$ cat src/rtl/onewire_pkg.sv
// Shared 1-Wire master definitions: bus timing constants used by the read, write
// and reset engines, plus the read engine's state encoding.
package onewire_pkg;

    localparam int CLKS_PER_US = 27;

    // Read time slot, all measured from the master's falling edge.
    localparam int T_LOW_US    = 6;
    localparam int T_SAMPLE_US = 15;
    localparam int T_SLOT_US   = 70;

    localparam int RD_BITS = 8;

    typedef enum logic [2:0] {
        RD_IDLE        = 3'd0,
        RD_LOW         = 3'd1,
        RD_WAIT_SAMPLE = 3'd2,
        RD_RECOVER     = 3'd3,
        RD_DONE        = 3'd4
    } rd_state_t;

    function automatic int us_to_cyc(input int us, input int clks_per_us);
        return us * clks_per_us;
    endfunction

endpackage

$ cat src/rtl/onewire_read_if.sv
// Sequencer <-> read engine connection: level enable/done handshake, raw bus level
// in, open-drain pull-down request out, and the received byte.
interface onewire_read_if;

    logic       enable;
    logic       bus_in;
    logic       drive_low;
    logic       done;
    logic [7:0] data;

    // Sequencer side.
    modport master (
        output enable,
        output bus_in,
        input  drive_low,
        input  done,
        input  data
    );

    // Read engine side.
    modport slave (
        input  enable,
        input  bus_in,
        output drive_low,
        output done,
        output data
    );

endinterface

$ cat src/rtl/onewire_sync.sv
// Two-flop synchronizer for the asynchronous 1-Wire line; resets to the idle
// (pulled-up) level so a reset never looks like a slave pulling the bus low.
module onewire_sync #(
    parameter logic RST_VAL = 1'b1
) (
    input  logic clk,
    input  logic rst,
    input  logic async_i,
    output logic sync_o
);

    logic meta_q;
    logic sync_q;

    always_ff @(posedge clk) begin
        if (rst) begin
            meta_q <= RST_VAL;
            sync_q <= RST_VAL;
        end else begin
            // NOTE: non-blocking keeps this a two-stage chain; with blocking
            // assignments sync_q would take async_i in the same edge.
            meta_q <= async_i;
            sync_q <= meta_q;
        end
    end

    assign sync_o = sync_q;

endmodule

$ cat src/rtl/onewire_read.sv
// 1-Wire master byte read engine: issues eight read time slots and assembles the
// slave's response LSB first, under the sequencer's level enable/done handshake.
module onewire_read #(
    parameter int CLKS_PER_US = onewire_pkg::CLKS_PER_US,
    parameter int T_LOW_US    = onewire_pkg::T_LOW_US,
    parameter int T_SAMPLE_US = onewire_pkg::T_SAMPLE_US,
    parameter int T_SLOT_US   = onewire_pkg::T_SLOT_US
) (
    input  logic           clk,
    input  logic           rst,
    onewire_read_if.slave  rd_if
);

    import onewire_pkg::*;

    localparam int LOW_CYC    = us_to_cyc(T_LOW_US, CLKS_PER_US);
    localparam int SAMPLE_CYC = us_to_cyc(T_SAMPLE_US, CLKS_PER_US);
    localparam int SLOT_CYC   = us_to_cyc(T_SLOT_US, CLKS_PER_US);
    localparam int CNT_W      = $clog2(SLOT_CYC);

    localparam logic [CNT_W-1:0] LOW_END    = CNT_W'(LOW_CYC - 1);
    localparam logic [CNT_W-1:0] SAMPLE_END = CNT_W'(SAMPLE_CYC - 1);
    localparam logic [CNT_W-1:0] SLOT_END   = CNT_W'(SLOT_CYC - 1);
    localparam logic [2:0]       LAST_BIT   = 3'(RD_BITS - 1);

    rd_state_t        state_q;
    logic [CNT_W-1:0] cnt_q;
    logic [CNT_W-1:0] cnt_d;
    logic [2:0]       idx_q;
    logic [7:0]       shift_q;
    logic [7:0]       data_q;
    logic             drive_low_q;
    logic             done_q;
    logic             bus_sync;

    onewire_sync #(
        .RST_VAL (1'b1)
    ) u_sync (
        .clk     (clk),
        .rst     (rst),
        .async_i (rd_if.bus_in),
        .sync_o  (bus_sync)
    );

    // The counter runs from the slot's falling edge, so every threshold is
    // measured from the same origin and the counter only clears at slot end.
    assign cnt_d = cnt_q + 1'b1;

    always_ff @(posedge clk) begin
        if (rst) begin
            state_q     <= RD_IDLE;
            cnt_q       <= '0;
            idx_q       <= '0;
            shift_q     <= '0;
            data_q      <= '0;
            drive_low_q <= 1'b0;
            done_q      <= 1'b0;
        end else begin
            unique case (state_q)
                RD_IDLE: begin
                    drive_low_q <= 1'b0;
                    done_q      <= 1'b0;
                    cnt_q       <= '0;
                    idx_q       <= '0;
                    if (rd_if.enable) begin
                        state_q     <= RD_LOW;
                        drive_low_q <= 1'b1;
                    end
                end

                RD_LOW: begin
                    if (!rd_if.enable) begin
                        state_q     <= RD_IDLE;
                        drive_low_q <= 1'b0;
                        cnt_q       <= '0;
                        idx_q       <= '0;
                    end else begin
                        cnt_q <= cnt_d;
                        if (cnt_q == LOW_END) begin
                            state_q     <= RD_WAIT_SAMPLE;
                            drive_low_q <= 1'b0;
                        end
                    end
                end

                RD_WAIT_SAMPLE: begin
                    drive_low_q <= 1'b0;
                    if (!rd_if.enable) begin
                        state_q <= RD_IDLE;
                        cnt_q   <= '0;
                        idx_q   <= '0;
                    end else begin
                        cnt_q <= cnt_d;
                        if (cnt_q == SAMPLE_END) begin
                            shift_q[idx_q] <= bus_sync;
                            state_q        <= RD_RECOVER;
                        end
                    end
                end

                RD_RECOVER: begin
                    drive_low_q <= 1'b0;
                    if (!rd_if.enable) begin
                        state_q <= RD_IDLE;
                        cnt_q   <= '0;
                        idx_q   <= '0;
                    end else if (cnt_q == SLOT_END) begin
                        cnt_q <= '0;
                        if (idx_q == LAST_BIT) begin
                            state_q <= RD_DONE;
                            done_q  <= 1'b1;
                            data_q  <= shift_q;
                        end else begin
                            idx_q       <= idx_q + 1'b1;
                            state_q     <= RD_LOW;
                            drive_low_q <= 1'b1;
                        end
                    end else begin
                        cnt_q <= cnt_d;
                    end
                end

                RD_DONE: begin
                    drive_low_q <= 1'b0;
                    // Holding done until enable falls forces a one-cycle gap
                    // between back-to-back reads.
                    if (!rd_if.enable) begin
                        state_q <= RD_IDLE;
                        done_q  <= 1'b0;
                    end
                end

                default: begin
                    state_q     <= RD_IDLE;
                    drive_low_q <= 1'b0;
                    done_q      <= 1'b0;
                    cnt_q       <= '0;
                    idx_q       <= '0;
                end
            endcase
        end
    end

    assign rd_if.drive_low = drive_low_q;
    assign rd_if.done      = done_q;
    assign rd_if.data      = data_q;

endmodule

$ cat src/flat_wrapper.sv
// flat-port wrapper written by rule: the top's interface ports become plain ports
module onewire_read_flat import onewire_pkg::*;
#(
    parameter int CLKS_PER_US = onewire_pkg::CLKS_PER_US,
    parameter int T_LOW_US    = onewire_pkg::T_LOW_US,
    parameter int T_SAMPLE_US = onewire_pkg::T_SAMPLE_US,
    parameter int T_SLOT_US   = onewire_pkg::T_SLOT_US
)
  (clk, rst, rd_if_enable, rd_if_bus_in, rd_if_drive_low, rd_if_done, rd_if_data);
  onewire_read_if rd_if_i ();
  input  logic clk;
  input  logic rst;
  input wire logic [$bits(rd_if_i.enable)-1:0] rd_if_enable;
  input wire logic [$bits(rd_if_i.bus_in)-1:0] rd_if_bus_in;
  output wire logic [$bits(rd_if_i.drive_low)-1:0] rd_if_drive_low;
  output wire logic [$bits(rd_if_i.done)-1:0] rd_if_done;
  output wire logic [$bits(rd_if_i.data)-1:0] rd_if_data;
  assign rd_if_i.enable = rd_if_enable;
  assign rd_if_i.bus_in = rd_if_bus_in;
  assign rd_if_drive_low = rd_if_i.drive_low;
  assign rd_if_done = rd_if_i.done;
  assign rd_if_data = rd_if_i.data;
  onewire_read #(.CLKS_PER_US(CLKS_PER_US), .T_LOW_US(T_LOW_US), .T_SAMPLE_US(T_SAMPLE_US), .T_SLOT_US(T_SLOT_US)) u_core (.clk(clk), .rst(rst), .rd_if(rd_if_i));
endmodule
$ cat config.mk
export PLATFORM = sky130hd
export DESIGN_NAME = onewire_read_flat
export DESIGN_NICKNAME = d
export VERILOG_FILES = /design/src/rtl/onewire_pkg.sv /design/src/rtl/onewire_read_if.sv /design/src/rtl/onewire_sync.sv /design/src/rtl/onewire_read.sv /design/src/flat_wrapper.sv
export SDC_FILE = /design/constraint.sdc
export NUM_CORES = 1
export LEC_CHECK = 0
export ABC_AREA = 0
export CORE_ASPECT_RATIO = 1.2
export CORE_MARGIN = 5
export CORE_UTILIZATION = 55
export DETAILED_ROUTE_END_ITERATION = 8
export HOLD_SLACK_MARGIN = 0.15
export PLACE_DENSITY_LB_ADDON = 0.08
export SKIP_CTS_REPAIR_TIMING = 1
export SYNTH_ARGS = -nofsm -noshare
export SYNTH_HDL_FRONTEND = slang
export SYNTH_SLANG_ARGS = --single-unit
$ cat constraint.sdc
create_clock -name clk -period 5 [get_ports clk]
set_input_delay 1.25 -clock clk [delete_from_list [all_inputs] [get_ports clk]]
set_output_delay 1.25 -clock clk [all_outputs]
set_load 0.005 [all_outputs]
# Word-level counts from Yosys, hierarchy flattened
# Index checks and enable logic that the tools add are counted.
totals:
  regBits: 37
  input_bits: 4
op_classes:
  addsub: 2
  order_cmp: 2
  eq_ne: 18
  mux: 33
  n_bitwise: 2
  reduce_logical: 8
op_table:
  columns: ["op", "n"]
  rows:
  - ["3-bit two-way mux", 12]
  - ["11-bit two-way mux", 3]
  - ["11-bit case mux with 3 select lines", 1]
  - ["3-bit case mux with 5 select lines", 1]
  - ["11-bit by 1-bit adder with 11-bit output, second input constant", 1]
  - ["11-bit == test, second input constant", 1]
  - ["11-bit by 8-bit == test with 1-bit output, second input constant", 1]
  - ["11-bit by 9-bit == test with 1-bit output, second input constant", 1]
  - ["1-bit two-way mux", 11]
  - ["5-bit AND reduction", 2]
  - ["3-bit by 2-bit != test with 1-bit output, second input constant", 3]
  - ["3-bit case mux with 3 select lines", 1]
  - ["8-bit bitwise mux", 1]
  - ["2-bit != test, second input constant", 4]
  - ["4-bit AND reduction", 2]
  - ["3-bit by 2-bit == test with 1-bit output, second input constant", 2]
  - ["3-bit == test, second input constant", 2]
  - ["1-bit case mux with 3 select lines", 2]
  - ["3-bit by 4-bit less-than comparator with 1-bit output, second input constant", 1]
  - ["2-bit by 1-bit != test with 1-bit output, second input constant", 2]
  - ["3-bit by 1-bit adder with 3-bit output, second input constant", 1]
  - ["1-bit demux with 3-bit select", 1]
  - ["3-bit by 1-bit == test with 1-bit output, second input constant", 1]
  - ["3-bit by 1-bit greater-or-equal comparator with 1-bit output, second input constant", 1]
  - ["other kinds (6)", 7]

# Logic depth before layout (Yosys ltp)
depth:
  depth_word: 5
  mapped_depth: 7
  depth_no_buf: 6

# Hierarchy
# Synthesis repeated with hierarchy kept, for this count alone.
unflattened:
  cells_unflattened: 212
  area_unflattened_um2: 1895.6
by_module_without_submodules:
  columns: ["module", "instances", "cells_per_inst", "area_per_inst_um2"]
  rows:
  - ["onewire_read", 1, 208, 1843.0]
  - ["onewire_sync", 1, 4, 52.6]

# Worst setup path after synthesis
# OpenSTA, ideal clock, no wires.
synth_path:
  kind: "input to register"
  from: "in rd_if_enable"
  to: "reg u_core.shift_q[3]"
  setup_time_ps: 70
  t_arrival_ps: 2519
  t_required_ps: 4930
  slack_ps: 2410
  cell_stages: 4
  n_path_buf: 0
  path_cell_list: "nor4bb_1 > nand4_1 > or4_1 > a21oi_1"
synth_via:
  elab_chain_cells: 1
synth_rtl:
  columns: ["item", "line", "rtl"]
  rows:
  - ["from (decl)", "flat_wrapper.sv:13", "input wire logic [$bits(rd_if_i.enable)-1:0] rd_if_enable;"]
  - ["3-bit AND reduction (no line)", null, null]
  - ["to (signal, indexed assignment)", "onewire_read.sv:95", "shift_q[idx_q] <= bus_sync;"]
  - ["to (decl)", "onewire_read.sv:30", "logic [7:0] shift_q;"]
# Every way passes these cells.
# A chain may end at the register's enable or synchronous reset.

# Final worst setup path
layout_path:
  from: "in rd_if_enable"
  to: "reg u_core.shift_q[7]"
# Same word-level chain as after synthesis.

==> flow_summary_export.csv <==
group,metric,value,unit
cts,cts_buffer_depth,2,
final_layout,drive_above_1_share,7.62,%
worst_setup_path,critPathMaxFanout,6,
placement,dp_cells,252,
synth,synth-seq-area-share,38.8,%
pwr,p_per_area,243,nW/um^2
timing,hold_viol_final,0,
synth,synth_most_common_cell,"dfxtp_1",
drt,num_vias,1605,
global_routing,grt_pass1_vias,1588,
drt,drt-total-wl,4010,um
synth,syn_inst,212,
worst_setup_path,start_kind,"primary input",
timing,rsz0062_at_grt,"no",
drt,drt-vias-per-instance,6.17,
worst_setup_path,crit_path_end_kind,"flip-flop",
global_routing,grt_pass1_wl,7040,um
timing,drv_slew,0,
min_path,min_path_type,"flip-flop to flip-flop",
floorplan,die_height,74.5,um
floorplan,io_pins,14,
timing,max_freq,0.319,GHz
floorplan,initial_core_util,57.2,%
worst_setup_path,rr_worst_depth,4,
timing,final-setup-viol-count,0,
synth,synth_top_area_share,38.8,%
synth,ys.warnings.count,0,
final_layout,diodes,0,
global_routing,grt_max_degree,37,
global_routing,antenna_found_initial,0,
worst_setup_path,rr_startpoint,"u_core.state_q[1]",
floorplan,dieArea,4750,sq um
synth,synthesis.nets,221,
timing,finalCritPeriodShare,62.8,%
drt,wl_per_cell,15.4,um
drt,drc_errors,0,
placement,place_congestion,0.894,
run,cap_violations,0,
global_routing,grt-ovfl-total,0,
cts,cts_num_sinks,37,
worst_setup_path,critPathArrivalTime,3340,ps
worst_setup_path,crit_type,"primary input to flip-flop",
floorplan,fp-row-count,23,
outcome,status,"finished clean",
min_path,holdPathStages,1,
final_layout,n_fill_cell,306,
worst_setup_path,worstPathRequired,5200,ps
timing,final.min_clock_period,3140,ps
synth,synthTopCellsByArea,"dfxtp_1, nand2b_1, mux2i_1, nor2_1, ha_1",
floorplan,die_w,63.8,um
synth,synth_area_leader_cell,"dfxtp_1",
pwr,static-leakage-power,0.696,nW
placement,hpwl,2960,um
cts,htreeDepth,2,
cts,clock_tree.root_cell,"clkbuf_8",
synth,synth_common_cells,"dfxtp_1, nand2b_1, nor2_1",
synth,synth_edf_count,0,
timing,tns,0,ps
placement,port_buffers,13,
final_layout,fin_cells,260,
synth,synth_cell_type_count,54,
timing,fin_worst_skew,5.26,ps
synth,netlist_area,1910,sq um
floorplan,core,3340,sq um
pwr,ir_worst_vdd,0.244,mV
synth,synth-seq-cells,37,
drt,ant_nets,0,
worst_setup_path,critPathLaunch,"rd_if_enable",
final_layout,area_growth,11.4,%
synth,ys.flop_type,"dfxtp_1",
cts,path_clk_slew,70,ps
global_routing,grt_use_total,18.2,%
drt,first_iter_violations,64,
worst_setup_path,crit_chain,"clkdlybuf4s50_1 > nor4bb_1 > nand4_1 > or4_1 > a21oi_1",
worst_setup_path,path_buf_inv,1,
synth,postSynth.asyncResetShare,0,%
timing,worst_pin_slew,1100,ps
worst_setup_path,worst_path_max_delay_cell,"or4_1",
synth,syn_area_per_cell,9.01,sq um
timing,slew_headroom,26.5,%
cts,clk_latency,280,ps
worst_setup_path,path_depth,5,
drt,drtPass1Iterations,5,
min_path,hp-start,"u_core.u_sync.meta_q",
cts,cts_tree,"yes",
cts,cts_buffers,5,
final_layout,fin_nets,231,
worst_setup_path,cp_top_family,"simple AND/OR/NAND/NOR gates",
worst_setup_path,cp_slowest_stage_delay,550,ps
-- flip-flops by register name, summed over array words and instances (netlist names) --
name / count
u_core.shift_q: 8
u_core.rd_if.done: 1
u_core.cnt_q: 11
u_core.rd_if.drive_low: 1
u_core.rd_if.data: 8
u_core.state_q: 3
u_core.u_sync.sync_o: 1
u_core.u_sync.meta_q: 1
u_core.idx_q: 3
-- power by group --
part	internal, mW	switching [mW]	leakage, nW
logic	0.00972	0.0112	0.352
clock network	0.0965	0.101	0.0450
registers	0.296	0.00213	0.299
total	0.403	0.114	0.696
-- cells in the final DEF, fill, tap and decap left out, types with 3 or more instances in the layout --
| cell type | n |
|---|---|
| xor2_1 | 6 |
| clkdlybuf4s50_1 | 13 |
| mux2i_1 | 13 |
| dfxtp_1 | 37 |
| nand4_1 | 6 |
| ha_1 | 5 |
| nand4b_1 | 3 |
| nand2_1 | 11 |
| nand2b_1 | 22 |
| nor4_1 | 3 |
| inv_1 | 7 |
| or4_1 | 5 |
| nor3_1 | 5 |
| nand3_1 | 5 |
| nor3b_1 | 3 |
| clkbuf_8 | 5 |
| nor2_1 | 17 |
| a21oi_1 | 8 |
| o31ai_1 | 4 |
-- cells by family after synthesis --
family	after synthesis	share of synthesized area, %
XOR/XNOR	7	3.21
buffers and inverters	17	3.54
AO/OA/AOI/OAI	31	12.1
multiplexers	13	6.81
flip-flops	37	38.8
AND/OR/NAND/NOR	102	32.3
adder cells (fa/ha/maj)	5	3.28
-- final timing paths --
path | end | slack (ps)
setup reg to reg | u_core.shift_q[7] | 2660
hold / removal | u_core.u_sync.sync_o | 420
setup / recovery | u_core.shift_q[7] | 1860
hold reg to reg | u_core.u_sync.sync_o | 420
-- layer usage --
layer / up-vias / share of wire [%] / wire [um] / GRT usage [%]
met5: - / 0 / 0 / 0
met4: 0 / 1.8 / 72 / 6.70
met3: 6 / 3.0 / 120 / 4.53
met2: 23 / 52 / 2080 / 32.7
met1: 783 / 43 / 1740 / 20.8
li1: 793 / - / - / -
-- metrics by stage --
stage	hold slack, ps	util (%)	total power [mW]	cell area, sq um	worst slack (ps)
6_report	419	63.7	0.517	2130	1860
5_1_grt	432	63.7	0.540	2130	1620
4_1_cts	419	63.7	0.523	2130	1860
3_5_place_dp	402	61.2	0.326	2040	1550
3_3_place_gp	398	61.2	0.326	2040	1640
2_1_floorplan	389	-	0.319	1910	2410
-- area by class of cell --
type / instances / area [sq um] / area share [%]
Clock buffer: 6 / 72.6 / 3.41
Inverter: 7 / 26.3 / 1.24
Multi-Input combinational cell: 158 / 1100 / 51.8
Timing Repair Buffer: 13 / 130 / 6.12
Clock inverter: 2 / 10.0 / 0.471
Sequential cell: 37 / 741 / 34.8
Tap cell: 37 / 46.3 / 2.18
Note: power is estimated with default switching activity, not from simulation.
